<file path="src/rtl/counter_updown.sv">
// counter_updown: modulo-MODULUS up/down counter with load, clear, wrap flags and capture; define COUNTER_SAT_EN to saturate instead of wrap.
module counter_updown #(
  parameter int WIDTH   = 8,
  parameter int MODULUS = 2 ** WIDTH
) (
  input  logic             clk,
  input  logic             rst,
  input  logic             en,
  input  logic             dir,
  input  logic             set,
  input  logic [WIDTH-1:0] setval,
  input  logic             clear,
  input  logic             capture,
  output logic [WIDTH-1:0] count,
  output logic             overflow,
  output logic             underflow,
  output logic [WIDTH-1:0] cap_val,
  output logic             cap_valid
);
  localparam logic [WIDTH-1:0] CNT_MAX = WIDTH'(MODULUS - 1);
  if (WIDTH < 2 || MODULUS < 2 || MODULUS > 2 ** WIDTH) begin : g_bad_params
    $error("counter_updown: illegal WIDTH/MODULUS");
  end
  logic [WIDTH-1:0] count_q, count_d, cap_val_q, cap_val_d;
  logic             overflow_q, overflow_d, underflow_q, underflow_d, cap_valid_q, cap_valid_d;
  logic             at_max, at_zero, step_up, step_dn;
  always_comb begin
    at_max      = count_q == CNT_MAX;
    at_zero     = count_q == '0;
    step_up     = !set && !clear && en && dir;
    step_dn     = !set && !clear && en && !dir;
`ifdef COUNTER_SAT_EN
    count_d     = set ? (setval > CNT_MAX ? CNT_MAX : setval) :
                  clear ? '0 :
                  step_up ? (at_max ? CNT_MAX : count_q + 1'b1) :
                  step_dn ? (at_zero ? '0 : count_q - 1'b1) : count_q;
`else
    count_d     = set ? (setval > CNT_MAX ? CNT_MAX : setval) :
                  clear ? '0 :
                  step_up ? (at_max ? '0 : count_q + 1'b1) :
                  step_dn ? (at_zero ? CNT_MAX : count_q - 1'b1) : count_q;
`endif
    overflow_d  = step_up && at_max;
    underflow_d = step_dn && at_zero;
    cap_val_d   = capture ? count_q : cap_val_q;
    cap_valid_d = capture;
  end
  always_ff @(posedge clk or negedge rst) begin
    if (!rst) begin
      count_q     <= '0;
      overflow_q  <= 1'b0;
      underflow_q <= 1'b0;
      cap_val_q   <= '0;
      cap_valid_q <= 1'b0;
    end else begin
      count_q     <= count_d;
      overflow_q  <= overflow_d;
      underflow_q <= underflow_d;
      cap_val_q   <= cap_val_d;
      cap_valid_q <= cap_valid_d;
    end
  end
  assign count     = count_q;
  assign overflow  = overflow_q;
  assign underflow = underflow_q;
  assign cap_val   = cap_val_q;
  assign cap_valid = cap_valid_q;
endmodule

</file>
<file path="config.mk">
export PLATFORM = sky130hd
export DESIGN_NAME = counter_updown
export DESIGN_NICKNAME = d
export VERILOG_FILES = /design/src/rtl/counter_updown.sv
export SDC_FILE = /design/constraint.sdc
export NUM_CORES = 1
export LEC_CHECK = 0
export BUFFER_PORTS_ARGS = -buffer_cell sky130_fd_sc_hd__buf_2
export CAP_MARGIN = 0
export CORE_ASPECT_RATIO = 1.2
export CORE_MARGIN = 10
export CORE_UTILIZATION = 46
export DETAILED_ROUTE_END_ITERATION = 16
export HOLD_SLACK_MARGIN = 0.15
export PLACE_DENSITY = 0.82
export REMOVE_ABC_BUFFERS = 1
export SLEW_MARGIN = 20
export SYNTH_ARGS = -nofsm -noshare
export SYNTH_HDL_FRONTEND = slang
export SYNTH_SLANG_ARGS = --single-unit
</file>
<file path="constraint.sdc">
create_clock -name clk -period 1.65 [get_ports clk]
set_input_delay 0.33 -clock clk [delete_from_list [all_inputs] [get_ports clk]]
set_output_delay 0.33 -clock clk [all_outputs]
set_load 0.005 [all_outputs]
</file>
**After elaboration in Yosys (flattened, before gate mapping)**

Index checks and enable logic that the tools add are counted.

- Register bits: 19

- Add/sub/neg operators: 2
- Magnitude comparators: 1
- Eq/ne operators: 1
- Multiplexer cells: 7
- Reduce and logical (&&, ||, !) cells: 11

Operators by type and width:

| operator | number |
|---|---|
| two-way mux 8 bit | 7 |
| adder 8 x 1 -> 8 bit, second input constant | 1 |
| equality test 8 bit, second input constant | 1 |
| greater-than comparator 8 bit, second input constant | 1 |
| zero test 8 bit | 1 |
| subtractor 8 x 1 -> 8 bit, second input constant | 1 |
| logical AND 1 bit | 6 |
| nonzero test 4 bit | 1 |
| zero test 1 bit | 3 |

**Logic depth before layout (Yosys ltp)**

- Depth after elaboration: 8
- Depth in mapped cells: 7

**Worst setup path before layout**

Ideal clock, no wire load.

- Kind: register to register
- From: register count_q[0], in the netlist count[0]
- To: register count_q[3], in the netlist count[3]
- Arrival time: 1621 ps
- Slack: -97 ps
- Stages on the path, launching flop included: 8
- Period minus slack after synthesis: 1747 ps
- Path through: dfrtp_1 -> inv_1 -> ha_1 -> nor3b_1 -> and2_2 -> o31ai_1 -> a21oi_1 -> a221o_1

- Longest elaborated chain between the ends: 6
- Elaborated cells between the ends (all ways): 10

Ends and longest elaborated chain:

| item | RTL line | text |
|---|---|---|
| from (decl) | 24 | `logic [WIDTH-1:0] count_q, count_d, cap_val_q, cap_val_d;` |
| from (signal assigned) | 56 | `count_q <= count_d;` |
| subtractor 8 x 1 -> 8 bit / zero test 8 bit (equally long branches) | 41, 29 |  |
| two-way mux 8 bit (2 in series) | 41 | `step_dn ? (at_zero ? CNT_MAX : count_q - 1'b1) : count_q;` |
| two-way mux 8 bit (*) | 40 | `step_up ? (at_max ? '0 : count_q + 1'b1) :` |
| two-way mux 8 bit (*) | 39 | `clear ? '0 :` |
| two-way mux 8 bit (*) | 38 | `count_d = set ? (setval > CNT_MAX ? CNT_MAX : setval) :` |

Every way passes the cells marked *; elsewhere a longest branch is shown, timed or not. The select of a mux whose other input is x is not followed.
A chain may end at the register's enable or synchronous reset.

**Final worst setup path**

- From: register count_q[0], in the netlist count[0]
- To: register count_q[2], in the netlist count[2]

The elaborated chain is that of the path after synthesis.

==> summary.txt <==
Synth
  • Main area contributors after synthesis: dfrtp_1 (40%), mux2_2 (7.5%), ha_1 (3.1%)
  • Mapped cell area: 1190 um2
  • Commonest cells post-synth: dfrtp_1 (19), nor2_1 (9), mux2_2 (8), nand2_1 (8), nand3_1 (7)
  • Seq/Total Area, Yosys: 39.8%
  • Post-synth ARST share: 100%
  • Synth area leader: dfrtp_1
  • Most used DFF post-synth: dfrtp_1
  • EDFF count, synth: 0
  • Synthesized flop and latch total: 19
  • Distinct cells, synth: 40
  • YS warnings: 0
  • Top cell type's share of synthesized area: 39.8%
  • Post-Syn Instances: ~120
  • Syn Area/Cell: 9.88 um2
  • Top-count cell post-synth: dfrtp_1

Critical path
  • CP Capture Type: flop
  • Worst setup SP type: flop
  • CP Launch Point: count[0]
  • Flop2flop setup slack: about 0.045 ns
  • Reg2reg path depth: 7
  • Slowest stage cell, crit path: dfrtp_2
  • Crit path to: count[2]
  • Worst r2r dst: count[2]
  • Critical-path maximum fanout: 5
  • Worst R2R Start: count[0]
  • Arrival @ worst endpoint: 1.82 ns
  • Critical path required time: roughly 1.9 ns
  • Cell-by-cell trace of the critical path: inv_2, ha_4, nor3b_4, and2_4, nor3_1, o31a_1, o21ai_1
  • Worst stage delay on the critical path: about 0.46 ns
  • Setup CP Type: flop to flop

Power and ir drop
  • Total power divided by cell area: approximately 740 nW/um2
  • P_leak: 0.770 nW
  • Total power: 0.00124 W
  • Peak supply drop: 0.397 mV

Min path
  • Hold path cells: 2
  • Worst min-delay path class: primary input to flop

STA
  • Final setup viols: 0
  • RSZ-0062 raised after global routing: true
  • Final setup skew: between 0.015 and 0.02 ns
  • Max Fclk: 0.623 GHz
  • Worst slew pin tran: 0.440 ns
  • Period utilisation layout: 97.3%
  • Max Slew Vio Count: 0
  • Final hold vios: 0
  • Worst slew margin: a little over two thirds
  • Fin crit period: ~1.6 ns

Clock tree
  • Clock sink count: 19
  • TritonCTS clock tree: done
  • H-tree Lvls: 1
  • Worst-Skew Late Latency: approximately 0.30 ns
  • Clock root buffer: clkbuf_4
  • CTS Buf Count: 3
  • CTS max path bufs: 2
  • Worst-path clk slew: 0.12 ns

Finish
  • Storage element area: 480 um2
  • Fin nets: 194
  • Area growth from synthesis to layout: 40.8%
  • Layout filler cell count: 189
  • Antenna cell count: 0
  • Final Instance Count excl. Fillers: 208
  • Post-route cell area: 1680 um2
  • Multi-input logic area: around 760 um2
  • Layout cell share with drive strength beyond 1: 53.7%

Placement
  • Post-DP HPWL: about 2900 um
  • Gpl congestion: 0.912
  • PortBufs: 33
  • Inst Count DP: 198
  • Placed Instance Area: 1500 um2

Status
  • Status: complete, no violations

GRT
  • Largest net degree at the start of global routing: 20
  • First-pass GRT wire length: between 6000 and 7000 um
  • Remaining Overflow, GRT: 0
  • All-layer global routing usage: 15.4%
  • Antenna violations before repair: 0
  • Vias in the first global route: 1223

Floorplanning
  • Initial core utilization: 47.8%
  • Die Area: 5040 um2
  • Die width: 66.5 um
  • Rows: 20
  • I/O Pins: 34
  • Core area: 2500 um2
  • Die Ht: 75.8 um

Routing
  • DRT iter0 DRCs: 65
  • ANT nets after route: 0
  • First drt pass iteration count: 4
  • Drt total wl: about 3800 um
  • Via count: 1210
  • DRC Markers: 0
  • Drt wl/cell: 18.5 um
  • Via density: approximately 5.8

Job
  • Maxcap violations: 0
[how the worst min path moves through the flow]
stage,start,end
2_1_floorplan,rst,cap_val[0]
3_3_place_gp,rst,cap_val[0]
3_5_place_dp,rst,cap_val[1]
4_1_cts,dir,underflow
5_1_grt,dir,underflow
6_report,dir,underflow
[routing by layer]
metal	wire length, um	global-route usage [%]	share of wire (%)	vias up
met2	1960	27.4	51	44
met4	65	6.06	1.7	0
met5	0	0	0	-
li1	-	-	-	559
met1	1590	18.3	41	601
met3	224	1.62	5.8	6
[critical path: cells and delay by family (launching register included)]
| family | cells | cell delay, ns |
|---|---|---|
| flip-flops | 1 | 0.46 |
| AND/OR/NAND/NOR | 3 | 0.45 |
| AO/OA/AOI/OAI | 2 | 0.38 |
| buffers and inverters | 1 | 0.09 |
| adder cells (fa/ha/maj) | 1 | 0.13 |
[cells in the final DEF (no fill, tap or decap), drive strengths merged, types with 3 or more instances in the layout]
master | netlist | routed
o21ai | 8 | 8
clkbuf | 1 | 4
buf | 9 | 59
a21oi | 5 | 5
mux2 | 8 | 8
dfrtp | 19 | 19
nand3 | 7 | 7
a221o | 3 | 3
ha | 3 | 3
nor2 | 9 | 9
nand2 | 8 | 8
a22oi | 4 | 4
nor3 | 6 | 6
[logic make-up (layout without fill, tap and decap cells)]
group | count (synthesis) | after routing | synth area share (%)
flops | 19 | 19 | 39.8
mux | 8 | 8 | 7.54
simple gates | 42 | 42 | 21.6
compound gates | 33 | 33 | 19.4
xor+xnor | 4 | 4 | 2.93
fa+ha+maj | 3 | 3 | 3.14
buf+inv | 12 | 66 | 5.65
[layout make-up]
type                       instances  share of cell area [%]
clock buffer                       4                    1.56
multi-input combinational         90                    44.9
sequential                        19                    28.6
timing repair buffer              60                    22.1
inverter                           2                   0.446
tap                               33                    2.45
[power by group]
group	leakage (nW)	internal (W)	switching, W	total [W]
clock network	0.0150	0.0000940	0.000149	0.000243
registers	0.237	0.000512	0.0000490	0.000561
logic	0.518	0.000222	0.000212	0.000434
[stage by stage]
step	setup WS (ns)	util, %	setup TNS [ns]	hold WS [ns]
finish	0.0450	67.3	0	0.236
detailed placement	-0.0876	59.9	-0.208	0.304
global route	-0.0268	67.3	-0.0627	0.234
floorplan	-0.107	-	-0.107	0.0344
CTS	0.00380	62.8	0	0.229
global placement	-0.0988	59.9	-0.175	0.290
[what timing repair did]
action	in CTS	in global routing
cloned	0	1
pin swaps	1	6
gates resized for setup	10	16
setup buffers	1	3
endpoints found under the hold margin	19	0
endpoints found under the setup margin	5	7
hold buffers	1	0
[flip-flops by register name (all words and copies together) (netlist names)]
| name | count |
|---|---|
| overflow | 1 |
| underflow | 1 |
| cap_valid | 1 |
| count | 8 |
| cap_val | 8 |
No activity file was read; power rests on OpenSTA's default activity.
